File: config.mk
export PLATFORM = sky130hd
export DESIGN_NAME = r88_regfile_gen
export DESIGN_NICKNAME = d
export VERILOG_FILES = /design/src/rtl/r88_regfile_gen.sv
export SDC_FILE = /design/constraint.sdc
export NUM_CORES = 1
export LEC_CHECK = 0
export ABC_AREA = 1
export BUFFER_PORTS_ARGS = -buffer_cell sky130_fd_sc_hd__buf_2
export CORE_MARGIN = 4
export CORE_UTILIZATION = 55
export CTS_CLUSTER_DIAMETER = 120
export DETAILED_ROUTE_END_ITERATION = 12
export PLACE_DENSITY = 0.77
export SYNTH_ARGS = -nofsm -noshare
export SYNTH_HDL_FRONTEND = slang
export SYNTH_SLANG_ARGS = --single-unit
File: constraint.sdc
create_clock -name sysClock -period 2.8 [get_ports sysClock]
set_input_delay 0.42 -clock sysClock [delete_from_list [all_inputs] [get_ports sysClock]]
set_output_delay 0.42 -clock sysClock [all_outputs]
set_load 0.03 [all_outputs]
File: src/rtl/r88_regfile_gen.sv
// Rocket88 register block, parametrised: GP bytes, 16-bit pairs with PC/SP stepping,
// registered read port and registered ALU-operand / address outputs.
module r88_regfile_gen #(
  parameter int unsigned       DATA_W   = 8,
  parameter int unsigned       NUM_GP   = 3,
  parameter int unsigned       NUM_PAIR = 4,
  parameter int unsigned       PC_IDX   = 2,
  parameter int unsigned       SP_IDX   = 3,
  parameter logic [2*DATA_W-1:0] PC_RST = 16'hFFFE,
  parameter logic [2*DATA_W-1:0] SP_RST = 16'hFFF9,
  parameter int unsigned       SEL_W    = 4
) (
  input  logic                sysClock,
  input  logic                sysReset,
  input  logic                wrEn,
  input  logic [SEL_W-1:0]    wrSel,
  input  logic [DATA_W-1:0]   wrData,
  input  logic                wr16,
  input  logic [DATA_W-1:0]   wrHigh,
  input  logic                rdEn,
  input  logic [SEL_W-1:0]    rdSel,
  output logic [DATA_W-1:0]   rdData,
  input  logic [1:0]          rightSel,
  output logic [DATA_W-1:0]   regRight,
  input  logic [2:0]          leftSel,
  input  logic                left16,
  output logic [2*DATA_W-1:0] regLeft,
  input  logic [2:0]          addrSel,
  output logic [2*DATA_W-1:0] regAddr,
  input  logic                incPC,
  input  logic [1:0]          spOp,
  input  logic [5:0]          flagsIn
);

  localparam int unsigned PAIR_W = 2 * DATA_W;
  localparam int unsigned STATUS_SEL = NUM_GP + 2 * NUM_PAIR;

  if (DATA_W == 0 || NUM_GP < 3 || NUM_GP > 8 || NUM_PAIR < 2 || NUM_PAIR > 6 ||
      PC_IDX >= NUM_PAIR || SP_IDX >= NUM_PAIR || PC_IDX == SP_IDX ||
      STATUS_SEL >= (1 << SEL_W)) begin : g_bad_cfg
    $error("r88_regfile_gen: illegal parameter configuration");
  end

  logic [DATA_W-1:0] gp_q   [NUM_GP];
  logic [DATA_W-1:0] gp_d   [NUM_GP];
  logic [PAIR_W-1:0] pair_q [NUM_PAIR];
  logic [PAIR_W-1:0] pair_d [NUM_PAIR];

  logic [DATA_W-1:0] rd_q, rd_d, right_q, right_d;
  logic [PAIR_W-1:0] left_q, left_d, addr_q, addr_d;

  int unsigned ws, rs, rts, ls, as;
  assign ws  = 32'(wrSel);
  assign rs  = 32'(rdSel);
  assign rts = 32'(rightSel);
  assign ls  = 32'(leftSel);
  assign as  = 32'(addrSel);

  // Stepping is applied first; a write to any byte of a pair rebuilds it from
  // the pre-edge value, so the write wins and the step is dropped.
  always_comb begin
    gp_d   = gp_q;
    pair_d = pair_q;
    if (incPC) pair_d[PC_IDX] = pair_q[PC_IDX] + PAIR_W'(1);
    case (spOp)
      2'b01:   pair_d[SP_IDX] = pair_q[SP_IDX] - PAIR_W'(1);
      2'b10:   pair_d[SP_IDX] = pair_q[SP_IDX] + PAIR_W'(1);
      default: ;
    endcase
    if (wrEn) begin
      for (int unsigned i = 0; i < NUM_GP; i++)
        if (ws == i) gp_d[i] = wrData;
      for (int unsigned k = 0; k < NUM_PAIR; k++) begin
        if (ws == NUM_GP + 2*k)
          pair_d[k] = {(wr16 ? wrHigh : pair_q[k][PAIR_W-1:DATA_W]), wrData};
        else if (ws == NUM_GP + 2*k + 1)
          pair_d[k] = {wrData, pair_q[k][DATA_W-1:0]};
      end
    end
  end

  always_comb begin
    rd_d = '0;
    for (int unsigned i = 0; i < NUM_GP; i++)
      if (rs == i) rd_d = gp_q[i];
    for (int unsigned k = 0; k < NUM_PAIR; k++) begin
      if (rs == NUM_GP + 2*k)     rd_d = pair_q[k][DATA_W-1:0];
      if (rs == NUM_GP + 2*k + 1) rd_d = pair_q[k][PAIR_W-1:DATA_W];
    end
    if (rs == STATUS_SEL) rd_d = DATA_W'({flagsIn, 2'b00});

    right_d = '0;
    for (int unsigned i = 0; i < NUM_GP; i++)
      if (rts == i + 1) right_d = gp_q[i];

    left_d = '0;
    if (left16) begin
      for (int unsigned k = 0; k < NUM_PAIR; k++)
        if (ls == k) left_d = pair_q[k];
    end else begin
      for (int unsigned i = 0; i < NUM_GP; i++)
        if (ls == i + 1) left_d = PAIR_W'(gp_q[i]);
    end

    addr_d = {gp_q[1], gp_q[2]};
    if (as != 0) begin
      addr_d = '0;
      for (int unsigned k = 0; k < NUM_PAIR; k++)
        if (as == k + 1) addr_d = pair_q[k];
    end
  end

  always_ff @(posedge sysClock) begin
    if (sysReset) begin
      for (int unsigned i = 0; i < NUM_GP; i++) gp_q[i] <= '0;
      for (int unsigned k = 0; k < NUM_PAIR; k++)
        pair_q[k] <= (k == PC_IDX) ? PC_RST : ((k == SP_IDX) ? SP_RST : '0);
      rd_q    <= '0;
      right_q <= '0;
      left_q  <= '0;
      addr_q  <= '0;
    end else begin
      gp_q    <= gp_d;
      pair_q  <= pair_d;
      if (rdEn) rd_q <= rd_d;
      right_q <= right_d;
      left_q  <= left_d;
      addr_q  <= addr_d;
    end
  end

  assign rdData   = rd_q;
  assign regRight = right_q;
  assign regLeft  = left_q;
  assign regAddr  = addr_q;

endmodule

==> results.json <==
{
  "status": "finished, final reports clean",
  "power.sequential.fraction_pct": 38.0,
  "cp_max_stage_cell": "sky130_fd_sc_hd__fa_1",
  "crit_type": "reg -> reg",
  "place_hpwl_um": 25500,
  "multiInputGateArea_um2": 4820,
  "wl_per_cell_um": 21.2,
  "tritonroute_pass_1_iters": 8,
  "post_cts.repair.setup_buffers": 0,
  "worstSetupEndpointType": "flop",
  "cp.required_ns": 3.14,
  "drv.max_cap_violation_count": 0,
  "synth.ff_latch_count": 136,
  "worst-r2r-setup-slack_ns": 0.35,
  "ys.warnings.count": 0,
  "maximum_number_of_pins_on_one_net_before_global_route_repair": 61,
  "number_of_nets_in_the_layout": 1467,
  "proportion_of_netlist_area_held_by_the_largest_area_contributor_pct": 32.4,
  "clk_pin_slew_worst_paths_ns": 0.07,
  "placeableCoreArea_um2": 14800,
  "critical_path.max_fanout": 4,
  "clock_tree.buffer_depth": 2,
  "grt_pass1_wl_um": 50800,
  "routabilityCongestion": 1.07,
  "cts_tree": "built",
  "critical_path.startpoint": "pair_q[0]",
  "reg2regPathDepth": 14,
  "worst_hold_path_type": "in -> reg",
  "cp-start-kind": "flop",
  "rsz_0062_raised_after_global_routing": "no",
  "crit_path_max_incr_delay_ns": 0.50,
  "instances_no_fill": 1598,
  "cts_resized": 0,
  "tightest_pin_transition_ns": 0.832,
  "fin_total_pwr_mw": 5.79,
  "arrival_ns": 2.78,
  "dpl.cell_count": 1566,
  "globalRouteOverflowTotal": 0,
  "timing.rr.end": "pair_q[14]",
  "worst_clock_skew_ns": 0.0126,
  "initialDrtViolationCount": 1723,
  "antenna-diode-count": 0,
  "cts_num_sinks": 136,
  "number_of_antenna_violations_at_the_first_check_in_global_routing": 0,
  "cts-root-buf": "sky130_fd_sc_hd__clkbuf_16",
  "drive_above_1_share_pct": 15.3,
  "grt_pass1_vias": 8883,
  "die_width_um": 132,
  "io_pins": 95,
  "ff_latch_area_um2": 2720,
  "clk-insertion-delay-late_ns": 0.44,
  "timing.final.hold_violations": 0,
  "initial_cell_density_of_the_core_pct": 56.9,
  "p_sw_share_pct": 35.0,
  "irDropWorstVdd_uv": 469,
  "setup_viol": 0,
  "layout.core_utilization_pct": 66.3,
  "setup_tns_ns": 0,
  "max_slew_margin_pct": 44.0,
  "cell_chain_of_the_critical_path": "inv_1 > fa_1 > inv_1 > nand3_1 > nand2_1 > inv_1 > o21ai_2 > nand3_1 > nand3_1 > nand2_1 > nor2_1 > o21bai_1 > nand2_1 > nand2_1",
  "die_h_um": 132,
  "proportion_of_synthesized_chip_area_in_sequential_cells_pct": 32.4,
  "fmax_mhz": 408,
  "endpoint": "pair_q[14]",
  "internal_power_mw": 3.76,
  "clock_group_share_of_total_power_pct": 40.3,
  "post_synth_num_cell_types": 45,
  "cts-hold-fix-buffers": 0,
  "syn_area_um2": 8400,
  "power-per-cell-area_nw_per_um2": 591,
  "global_route.usage.total_pct": 37.7,
  "via_per_inst": 6.24,
  "final.min_clock_period_ns": 2.45,
  "synthArstFlopShare_pct": 0,
  "post-route-drc-count": 0,
  "synth_enable_flop_cells": 0,
  "combPwrFrac_pct": 21.6,
  "synthesis.area_per_instance_um2": 6.48,
  "synth_cells": 1297,
  "rr_startpoint": "pair_q[0]",
  "ant_nets": 0,
  "num-fill-cells": 1356,
  "ys.flop_type": "sky130_fd_sc_hd__dfxtp_1",
  "timing.final.max_slew_violations": 0,
  "path_common_cell": "sky130_fd_sc_hd__nand2_1",
  "htree_levels": 4,
  "totalWireLength_um": 33800,
  "netlist_top_cells_area": "sky130_fd_sc_hd__dfxtp_1 (32%), sky130_fd_sc_hd__nand2_1 (14%), sky130_fd_sc_hd__inv_1 (6.9%)",
  "synth_area_leader_cell": "sky130_fd_sc_hd__dfxtp_1",
  "area.growth.synth_to_final_pct": 16.5,
  "synth_nets": 1363,
  "placement.io_buffers": 94,
  "leakagePower_nw": 4.40,
  "std_cell_rows": 44,
  "finalWorstSetupSlack_ns": 0.351,
  "dieArea_um2": 17300,
  "cts_inserted_buffers": 17,
  "final_cell_mix": "sky130_fd_sc_hd__nand2_1 (317), sky130_fd_sc_hd__inv_1 (154), sky130_fd_sc_hd__dfxtp_1 (136), sky130_fd_sc_hd__nor2_1 (129)",
  "final_common_cell": "sky130_fd_sc_hd__nand2_1",
  "vias": 9967,
  "final_min_period_over_clock_period_pct": 87.4,
  "worst_setup_timing_slack_at_the_placement_stage_ns": -0.0641,
  "netSwitchingPower_mw": 2.02
}
## critical path: cells and delay by family (launching register included)
kind	cells	cell delay [ns]
buf+inv	3	0.38
compound gates	2	0.29
fa+ha+maj	1	0.50
simple gates	8	0.74
flops	1	0.43
## worst min path at each step
stage               depth (start not counted)        from  slack, ns         end
floorplan                                   2  pair_q[35]       0.46  pair_q[35]
global placement                            2   rdData[6]       0.45   rdData[6]
detailed placement                          2   rdData[3]       0.45   rdData[3]
CTS                                         3   wrHigh[5]       0.27  pair_q[61]
global route                                3   wrHigh[5]       0.30  pair_q[61]
finish                                      3   wrHigh[5]       0.28  pair_q[61]
## flip-flops by register name, indices dropped and copies added, names as in the netlist
| name | cells |
|---|---|
| pair_q | 64 |
| rdData | 8 |
| regAddr | 16 |
| regLeft | 16 |
| regRight | 8 |
| gp_q | 24 |
## cell type report
class | instances | area share (%)
multi-input cells | 948 | 49.3
flip-flops and latches | 136 | 27.8
repair buffers | 135 | 8.08
inverters | 163 | 6.28
clock buffers | 18 | 4.49
well taps | 184 | 2.35
clock inverters | 14 | 1.70
## metal layers
metal	global-route usage (%)	part of all wire, %
met4	17.1	4.7
met1	51.6	40
met2	52.9	41
met3	13.5	15
met5	0	0
## power groups by stage
stage	clock [mW]	combinational, mW	sequential [mW]
floorplan	0	0.762	2.22
global placement	0	1.20	2.23
detailed placement	0	1.21	2.23
CTS	2.33	1.22	2.19
global route	2.40	1.37	2.20
finish	2.33	1.25	2.20
## cells by family after synthesis
family | share of synthesized area (%)
adder cells (fa/ha/maj) | 2.92
XOR/XNOR | 0.834
AND/OR/NAND/NOR | 30.2
flip-flops | 32.4
AO/OA/AOI/OAI | 23.4
buffers and inverters | 10.2
## stage by stage
step                      hold slack (ns)  instance area [um^2]
final                               0.280                  9790
after detailed placement            0.454                  9180
after global placement              0.451                  9180
after floorplan                     0.457                  8400
after CTS                           0.272                  9790
after global routing                0.305                  9790
## synth_stat cells (all sizes together), types with 7 or more instances
cell type	n
a21oi	109
a221oi	8
a31oi	20
a41oi	15
buf	20
clkbuf	30
dfxtp	136
ha	18
inv	163
nand2	321
nand3	77
nand4	15
nor2	152
nor3	17
o2111ai	11
o211ai	7
o21ai	116
o221ai	19
o22ai	18
Power figures use the tool's default switching activity.
